[config.mk]
export PLATFORM = sky130hd
export DESIGN_NAME = alu_seq
export DESIGN_NICKNAME = d
export VERILOG_FILES = /design/src/rtl/alu_seq.sv
export SDC_FILE = /design/constraint.sdc
export NUM_CORES = 1
export LEC_CHECK = 0
export ABC_AREA = 1
export BUFFER_PORTS_ARGS = -buffer_cell sky130_fd_sc_hd__buf_2
export CORE_AREA = 8 8 246 248
export CTS_CLUSTER_SIZE = 40
export DETAILED_ROUTE_END_ITERATION = 7
export DIE_AREA = 0 0 254 256
export GPL_TIMING_DRIVEN = 0
export PLACE_DENSITY = 0.61
export SLEW_MARGIN = 25
export SYNTH_ARGS = -nofsm -noshare
export SYNTH_HDL_FRONTEND = slang
export SYNTH_SLANG_ARGS = --single-unit
[constraint.sdc]
create_clock -name clk -period 3.5 [get_ports clk]
set_input_delay 0.525 -clock clk [delete_from_list [all_inputs] [get_ports clk]]
set_output_delay 0.525 -clock clk [all_outputs]
set_load 0.005 [all_outputs]
[src/rtl/alu_seq.sv]
// Sequential ALU: add/sub/cmp/shl/pass in one pass, mul/div/mod iterate one bit per cycle.
// Latency: 1 cycle for single-cycle ops and divide-by-zero, N+1 cycles for mul/div/mod.
// Backpressure: in_ready only in IDLE; results held in DONE until out_ready, no skid.
module alu_seq #(
    parameter int N   = 32,
    parameter int SHW = $clog2(N)
) (
    input  logic         clk,
    input  logic         rst_n,
    input  logic         in_valid,
    output logic         in_ready,
    input  logic [N-1:0] a,
    input  logic [N-1:0] b,
    input  logic [2:0]   aluControl,
    output logic         out_valid,
    input  logic         out_ready,
    output logic [N-1:0] resultado,
    output logic         cout,
    output logic         zero,
    output logic         neg,
    output logic         overflow,
    output logic         busy
);
    localparam logic [2:0] OP_ADD = 3'b000, OP_SUB = 3'b001, OP_MUL = 3'b010, OP_DIV = 3'b011,
                           OP_MOD = 3'b100, OP_SHL = 3'b101, OP_PAS = 3'b110, OP_CMP = 3'b111;
    localparam logic [SHW-1:0] CNT_INIT = SHW'(N - 1);

    typedef enum logic [1:0] {IDLE, MUL, DIV, DONE} state_t;

    state_t         state_q, state_d;
    logic [2:0]     op_q, op_d;
    logic [N-1:0]   opnd_q, opnd_d;
    logic [N:0]     hi_q, hi_d;
    logic [N-1:0]   lo_q, lo_d;
    logic [SHW-1:0] cnt_q, cnt_d;
    logic [N-1:0]   res_q, res_d;
    logic           cout_q, cout_d, zero_q, zero_d, neg_q, neg_d, ovf_q, ovf_d;

    logic [N:0]     add_s, sub_s, mul_sum, mul_hi, rem_sh, trial, div_hi;
    logic [N-1:0]   mul_lo, div_lo;
    logic           load;

    always_comb begin
        state_d = state_q;
        op_d    = op_q;
        opnd_d  = opnd_q;
        hi_d    = hi_q;
        lo_d    = lo_q;
        cnt_d   = cnt_q;
        res_d   = res_q;
        cout_d  = cout_q;
        zero_d  = zero_q;
        neg_d   = neg_q;
        ovf_d   = ovf_q;
        load    = 1'b0;

        add_s = {1'b0, a} + {1'b0, b};
        sub_s = {1'b0, a} - {1'b0, b};

        // Multiply: {hi,lo} holds partial product over the multiplier, shifted right each step.
        mul_sum = lo_q[0] ? hi_q + {1'b0, opnd_q} : hi_q;
        mul_hi  = {1'b0, mul_sum[N:1]};
        mul_lo  = {mul_sum[0], lo_q[N-1:1]};

        // Restoring divide: hi is the partial remainder, lo shifts dividend out and quotient in.
        rem_sh = {hi_q[N-1:0], lo_q[N-1]};
        trial  = rem_sh - {1'b0, opnd_q};
        if (!trial[N]) begin
            div_hi = trial;
            div_lo = {lo_q[N-2:0], 1'b1};
        end else begin
            div_hi = rem_sh;
            div_lo = {lo_q[N-2:0], 1'b0};
        end

        case (state_q)
            IDLE: begin
                if (in_valid) begin
                    op_d   = aluControl;
                    cnt_d  = CNT_INIT;
                    hi_d   = '0;
                    cout_d = 1'b0;
                    neg_d  = 1'b0;
                    ovf_d  = 1'b0;
                    state_d = DONE;
                    case (aluControl)
                        OP_ADD: begin
                            res_d  = add_s[N-1:0];
                            cout_d = add_s[N];
                            neg_d  = add_s[N-1];
                            ovf_d  = (a[N-1] == b[N-1]) && (add_s[N-1] != a[N-1]);
                            load   = 1'b1;
                        end
                        OP_SUB, OP_CMP: begin
                            res_d  = sub_s[N-1:0];
                            cout_d = ~sub_s[N];
                            neg_d  = sub_s[N-1];
                            ovf_d  = (a[N-1] != b[N-1]) && (sub_s[N-1] != a[N-1]);
                            load   = 1'b1;
                        end
                        OP_SHL: begin
                            res_d = a << b[SHW-1:0];
                            load  = 1'b1;
                        end
                        OP_PAS: begin
                            res_d = b;
                            load  = 1'b1;
                        end
                        OP_MUL: begin
                            opnd_d  = a;
                            lo_d    = b;
                            state_d = MUL;
                        end
                        default: begin
                            if (b == '0) begin
                                res_d = (aluControl == OP_DIV) ? '1 : a;
                                ovf_d = 1'b1;
                                load  = 1'b1;
                            end else begin
                                opnd_d  = b;
                                lo_d    = a;
                                state_d = DIV;
                            end
                        end
                    endcase
                end
            end
            MUL: begin
                hi_d = mul_hi;
                lo_d = mul_lo;
                if (cnt_q == '0) begin
                    res_d   = mul_lo;
                    cout_d  = |mul_hi;
                    ovf_d   = |mul_hi;
                    load    = 1'b1;
                    state_d = DONE;
                end else begin
                    cnt_d = cnt_q - SHW'(1);
                end
            end
            DIV: begin
                hi_d = div_hi;
                lo_d = div_lo;
                if (cnt_q == '0) begin
                    res_d   = (op_q == OP_MOD) ? div_hi[N-1:0] : div_lo;
                    load    = 1'b1;
                    state_d = DONE;
                end else begin
                    cnt_d = cnt_q - SHW'(1);
                end
            end
            default: begin
                if (out_ready) state_d = IDLE;
            end
        endcase

        if (load) zero_d = (res_d == '0);
    end

    always_ff @(posedge clk or negedge rst_n) begin
        if (!rst_n) begin
            state_q <= IDLE;
            op_q    <= '0;
            opnd_q  <= '0;
            hi_q    <= '0;
            lo_q    <= '0;
            cnt_q   <= '0;
            res_q   <= '0;
            cout_q  <= 1'b0;
            zero_q  <= 1'b0;
            neg_q   <= 1'b0;
            ovf_q   <= 1'b0;
        end else begin
            state_q <= state_d;
            op_q    <= op_d;
            opnd_q  <= opnd_d;
            hi_q    <= hi_d;
            lo_q    <= lo_d;
            cnt_q   <= cnt_d;
            res_q   <= res_d;
            cout_q  <= cout_d;
            zero_q  <= zero_d;
            neg_q   <= neg_d;
            ovf_q   <= ovf_d;
        end
    end

    assign in_ready  = (state_q == IDLE);
    assign out_valid = (state_q == DONE);
    assign busy      = (state_q == MUL) || (state_q == DIV);
    assign resultado = res_q;
    assign cout      = cout_q;
    assign zero      = zero_q;
    assign neg       = neg_q;
    assign overflow  = ovf_q;
endmodule

* Yosys cells after proc, flatten, opt, wreduce, memory -nomap -nowiden
Index checks and enable logic that the tools add are counted.
** Storage, ports and cells
- Register bits after elaboration :: 143
- Bits in latches :: 0
- RAM bits :: 0
- Bits in read-only memories :: 0
- Input bits :: 71
- Output and inout bits :: 39
- Word-level logic and storage cells :: 105
- Memories kept :: 0
** Cells by class
- Add/subtract/negate cells :: 5
- $mul :: 0
- Divide/modulo/power cells :: 0
- $lt $le $gt $ge :: 0
- Eq/ne operators :: 21
- Shift-type cells :: 1
- Multiplexer cells :: 41
- Bitwise logic cells :: 2
- Reduce and logical (&&, ||, !) cells :: 24
** Operators by type and width (number)
- two-way mux 32 bit :: 9
- one-hot mux 32 bit (3 select lines) :: 2
- one-hot mux 32 bit (5 select lines) :: 1
- one-hot mux 32 bit (2 select lines) :: 2
- two-way mux 33 bit :: 3
- one-hot mux 33 bit (3 select lines) :: 1
- logical NOT 32 bit :: 2
- adder 32 x 32 -> 33 bit :: 1
- adder 33 x 32 -> 33 bit :: 1
- subtractor 32 x 32 -> 33 bit :: 1
- subtractor 33 x 32 -> 33 bit :: 1
- OR reduction 32 bit :: 1
- << shifter 32 x 5 -> 32 bit :: 1
- equality test 3 bit (second input constant) :: 4
- one-hot mux 1 bit (2 select lines) :: 6
- two-way mux 5 bit :: 2
- one-hot mux 5 bit (2 select lines) :: 1
- AND reduction 3 bit :: 3
- two-way mux 1 bit :: 8
- != test 2 bit (second input constant) :: 4
- one-hot mux 2 bit (2 select lines) :: 2
- AND reduction 4 bit :: 2
- equality test 3 x 2 -> 1 bit (second input constant) :: 2
- two-way mux 2 bit :: 3
- other kinds (21) :: 31

* Logic depth before layout (Yosys ltp)
- Word-level depth :: 7
- Gate-level depth with buffers :: 32
- Depth with buffers taken out :: 31

* Least setup slack after synthesis
OpenSTA, ideal clock, no wires.
- Path type :: register -> register
- From :: register lo_q[31]
- To :: register zero_q, in the netlist zero
- Setup time :: 0.066 ns
- Data arrival time :: 3.580 ns
- Required time :: 3.434 ns
- Slack :: -0.146 ns
- Stages on the path, launching flop included :: 32
- Buffers on the path :: 3
- Clock period less this slack :: 3.646 ns
- Path through :: dfrtp_1 > inv_1 > ha_1 > inv_1 > fa_1 > nand2_1 > nand2_1 > nand3_1 > nand2_1 > nand2_1 > nand2_1 > nand2_1 > nand2_1 > a21oi_1 > o21bai_1 > ha_1 > buf_2 > inv_1 > buf_2 > buf_1 > nand2_1 > nand3_1 > nand2_1 > nand2_1 > nand2_1 > nand2_1 > nand2_1 > nand2_1 > nand2_1 > nor2_1 > nand4_1 > nand2_1
** Between the ends
- Word-level cells in the longest chain between the ends :: 6
- Elaborated cells on any way between the ends :: 8
- Those cells by class :: add/sub (1); mux (6); reduce/logical (1)
** Ends and longest elaborated chain
- from (decl) :: RTL line 34 : logic [N-1:0] lo_q, lo_d;
- from (signal assigned) :: RTL line 178 : lo_q <= lo_d;
- subtractor 33 x 32 -> 33 bit :: RTL line 67 : trial = rem_sh - {1'b0, opnd_q};
- two-way mux 1 bit or two-way mux 33 bit (tied branches) :: RTL line 68 : if (!trial[N]) begin
- two-way mux 32 bit :: RTL line 145 : res_d = (op_q == OP_MOD) ? div_hi[N-1:0] : div_lo;
- two-way mux 32 bit :: RTL line 144 : if (cnt_q == '0) begin
- one-hot mux 32 bit (3 select lines) (*) :: RTL line 76 : case (state_q)
- logical NOT 32 bit (*) :: RTL line 157 : if (load) zero_d = (res_d == '0);
- to (signal assigned) :: RTL line 182 : zero_q <= zero_d;
- to (decl) :: RTL line 37 : logic cout_q, cout_d, zero_q, zero_d, neg_q, neg_d, ovf_q, ovf_d;
Mark *: on every way between the ends. The rest lies on a longest branch, timed or not.
A chain may end at the register's enable or synchronous reset.

* Worst setup path after layout
Same ends and word-level chain as after synthesis.

==> impl_results.md <==
* Max Cap Violations at 0
* Setup crit end kind: register
* # DRC at 0
* CTS sink cnt at 143
* CP max stage cell: dfrtp_2
* Routed wire per std cell at 25.3 um
* Final instance area at 25300 um^2
* Actual slew at the worst max-slew pin at 1130 ps
* Initial antenna violation count at 3
* Clock Root Buffer: clkbuf_16
* Placed insts at 4751
* Fraction of layout cells with a size suffix above 1 at 0.122
* Largest net degree at the start of global routing at 75
* GR Overflow Total at 0
* Tmin final at 4090 ps
* Post-place instance area at 23300 um^2
* Seq cells post-synth at 143
* Top-count cell post-synth: nand2_1
* Final WS setup at -588 ps
* Most frequent cells after synthesis: nand2_1, inv_1, nand3_1, nor2_1, o21ai_0
* Post-synth design cell area at 21800 um^2
* Syn Nets at 4088
* Layout Cells excl Fill at 4818
* Wire length on met1 at 45.3 mm
* First-pass GRT wire length at 174 mm
* Post-route ant nets at 0
* Top Metal Used: met5
* RSZ-0062 raised after global routing: true
* Synthesized area per cell at 5.62 um^2
* Share of Yosys cell area claimed by the top area cell type at 0.192
* IO Port Bufs at 109
* PD cells at 881 nW/um^2
* Die X at 254 um
* Clock buffer depth at 2
* Max-slew violation count at 0
* Die area at 65000 um^2
* Worst min path class: input pin to async pin
* Sw Pwr at 13000 uW
* Post-synthesis sequential area ratio at 0.164
* Yosys cell types at 57
* Fmax at 245 MHz
* Post-synth ARST share at 1.00
* Pint at 9310 uW
* CTS Buf Count at 17
* First DRT Iteration DRCs at 3064
* Post-synth top flop: dfrtp_1
* Vias at 27917
* # rows at 88
* Initial Utilization at 0.383
* Core area at 56800 um^2
* EDFF count, synth at 0
* Gate power share at 0.751
* Routability cong. at 1.04
* Seq pwr share at 0.157
* Crit path kind: register to register
* Antenna diodes at 0
* GRT Util Overall at 0.361
* Outcome: complete, but fails checks
* Clock Skew at 15.2 ps
* Mapped Cells at 3876
* Top post-synthesis cells by area: nand2_1, dfrtp_1, nand3_1
* Final WL at 122 mm
* Hold Vio Cnt, Final at 0
* Reg clk slew, reported paths at 70 ps
* Peak supply drop at 0.448 mV
* Fraction of power spent switching nets at 0.582
* Drt pass-1 iters at 6
* Worst-Skew Late Latency at 470 ps
* Crit-path max cell delay at 490 ps
* Period Utilization, post-route at 1.17
* Hpwl dp at 101 mm
* Critical Path Source Type: register
* Die Ht at 256 um
* Met3 routed WL at 8.17 mm
* Worst Path Max Fanout at 4
* Failing checks: negative setup slack
* Area grow syn2layout at 16.2%
* CTS tree: built
* LEAKAGE at 0.0127 uW
* Vias in the first global route at 27396
* CTS H-tree depth at 4
* I/O pins at 110
* Final-report setup violation count at 17
* Layout Nets at 4252
* Setup TNS at -2850 ps
* Synth warnings at 0
* Met2 Wirelength at 57.4 mm
* Slew headroom at 0.244
* Clock power share at 0.092
* Arr. time, crit path at 4490 ps
* Cell taking the most area after synthesis: nand2_1
* Worst EP required at 3900 ps
* Hold buffer count at CTS at 0
* Vias per cell at 5.79
[cell families (layout without fill, tap and decap cells)]
group	Yosys count	count (layout)	share of synthesized area
AOI/OAI and AO/OA	762	762	0.210
adders and majority gates	141	141	0.0824
buffers and inverters	732	909	0.134
and+or+nand+nor	2080	2080	0.402
DFF	143	143	0.164
xor gates and xnor gates	17	17	0.00684
muxes	1	1	0.000460
[timing repair]
item / 4_1_cts / 5_1_grt
pin swaps: 34 / 69
endpoints found under the hold margin: 0 / 0
cloned: 2 / 3
setup buffers: 18 / 13
gates resized for setup: 80 / 187
setup endpoints to repair: 79 / 83
[metal layers]
layer / vias up / global-route usage
met2: 1409 / 0.616
met4: 2 / 0.266
met5: - / 0
met3: 394 / 0.0416
li1: 13143 / -
met1: 12969 / 0.410
[state kept, by name (all words and copies together), names as in the netlist]
| name | count |
|---|---|
| opnd_q | 32 |
| resultado | 32 |
| zero | 1 |
| neg | 1 |
| overflow | 1 |
| hi_q | 33 |
| lo_q | 32 |
| cout | 1 |
| cnt_q | 5 |
| op_q | 3 |
| state_q | 2 |
[worst max-delay path: cells and delay by family, from the launching register on]
kind | cells | cell delay [ps]
compound gates | 2 | 240
fa+ha+maj | 3 | 760
flops | 1 | 490
simple gates | 24 | 2090
buf+inv | 4 | 390
[power groups by stage]
stage | registers, uW | clock network (uW) | logic (uW)
5_1_grt | 3550 | 2120 | 18200
3_3_place_gp | 3410 | 0 | 13900
4_1_cts | 3400 | 2060 | 14800
6_report | 3490 | 2060 | 16700
3_5_place_dp | 3410 | 0 | 13900
2_1_floorplan | 2990 | 0 | 9530
[placed cells by master (no fill, tap or decap), types with 19 or more instances in the layout]
cell       instances
a21oi_2           19
nand3_2           35
buf_4             32
o21ai_0          225
nor3_1            61
o22ai_1           46
nand3_1          414
nand2_2           54
buf_2            162
dfrtp_1          136
inv_1            531
nand2_1         1052
o211ai_1         108
nand4_1           50
clkbuf_1          81
inv_2             19
a221oi_1          19
clkbuf_16         20
a21oi_1          203
o21ai_1           25
o21bai_1          22
nor2_1           328
ha_1             120
[through the flow]
| step | power (uW) | setup slack, ps | utilization | hold slack (ps) |
|---|---|---|---|---|
| after global routing | 23900 | -652 | 0.445 | 68.4 |
| after floorplan | 12500 | 37.4 | - | 229 |
| after detailed placement | 17300 | -1970 | 0.411 | 474 |
| final | 22300 | -588 | 0.445 | 11.7 |
| after CTS | 20300 | -704 | 0.430 | 42.8 |
| after global placement | 17300 | -1960 | 0.410 | 472 |
[worst paths after layout]
| path | slack (ps) | end | depth (start not counted) | start |
|---|---|---|---|---|
| hold reg to reg | 490 | op_q[1] | 2 | op_q[1] |
| setup / recovery | -590 | zero | 33 | lo_q[31] |
| setup reg to reg | -590 | zero | 33 | lo_q[31] |
| hold / removal | 10 | opnd_q[30] | 1 | rst_n |
| max in group asynchronous | 2640 | hi_q[10] | 2 | rst_n |
| min in group clk | 390 | op_q[1] | 3 | aluControl[1] |
[final cells by class]
type	instances	area, um^2
well taps	765	957
repair buffers	146	1000
clock buffers	20	447
clock inverters	12	184
plain buffers	174	923
multi-input cells	3001	16100
flip-flops and latches	143	3590
fillers	6399	31500
inverters	557	2110
No activity file was read; power rests on OpenSTA's default activity.
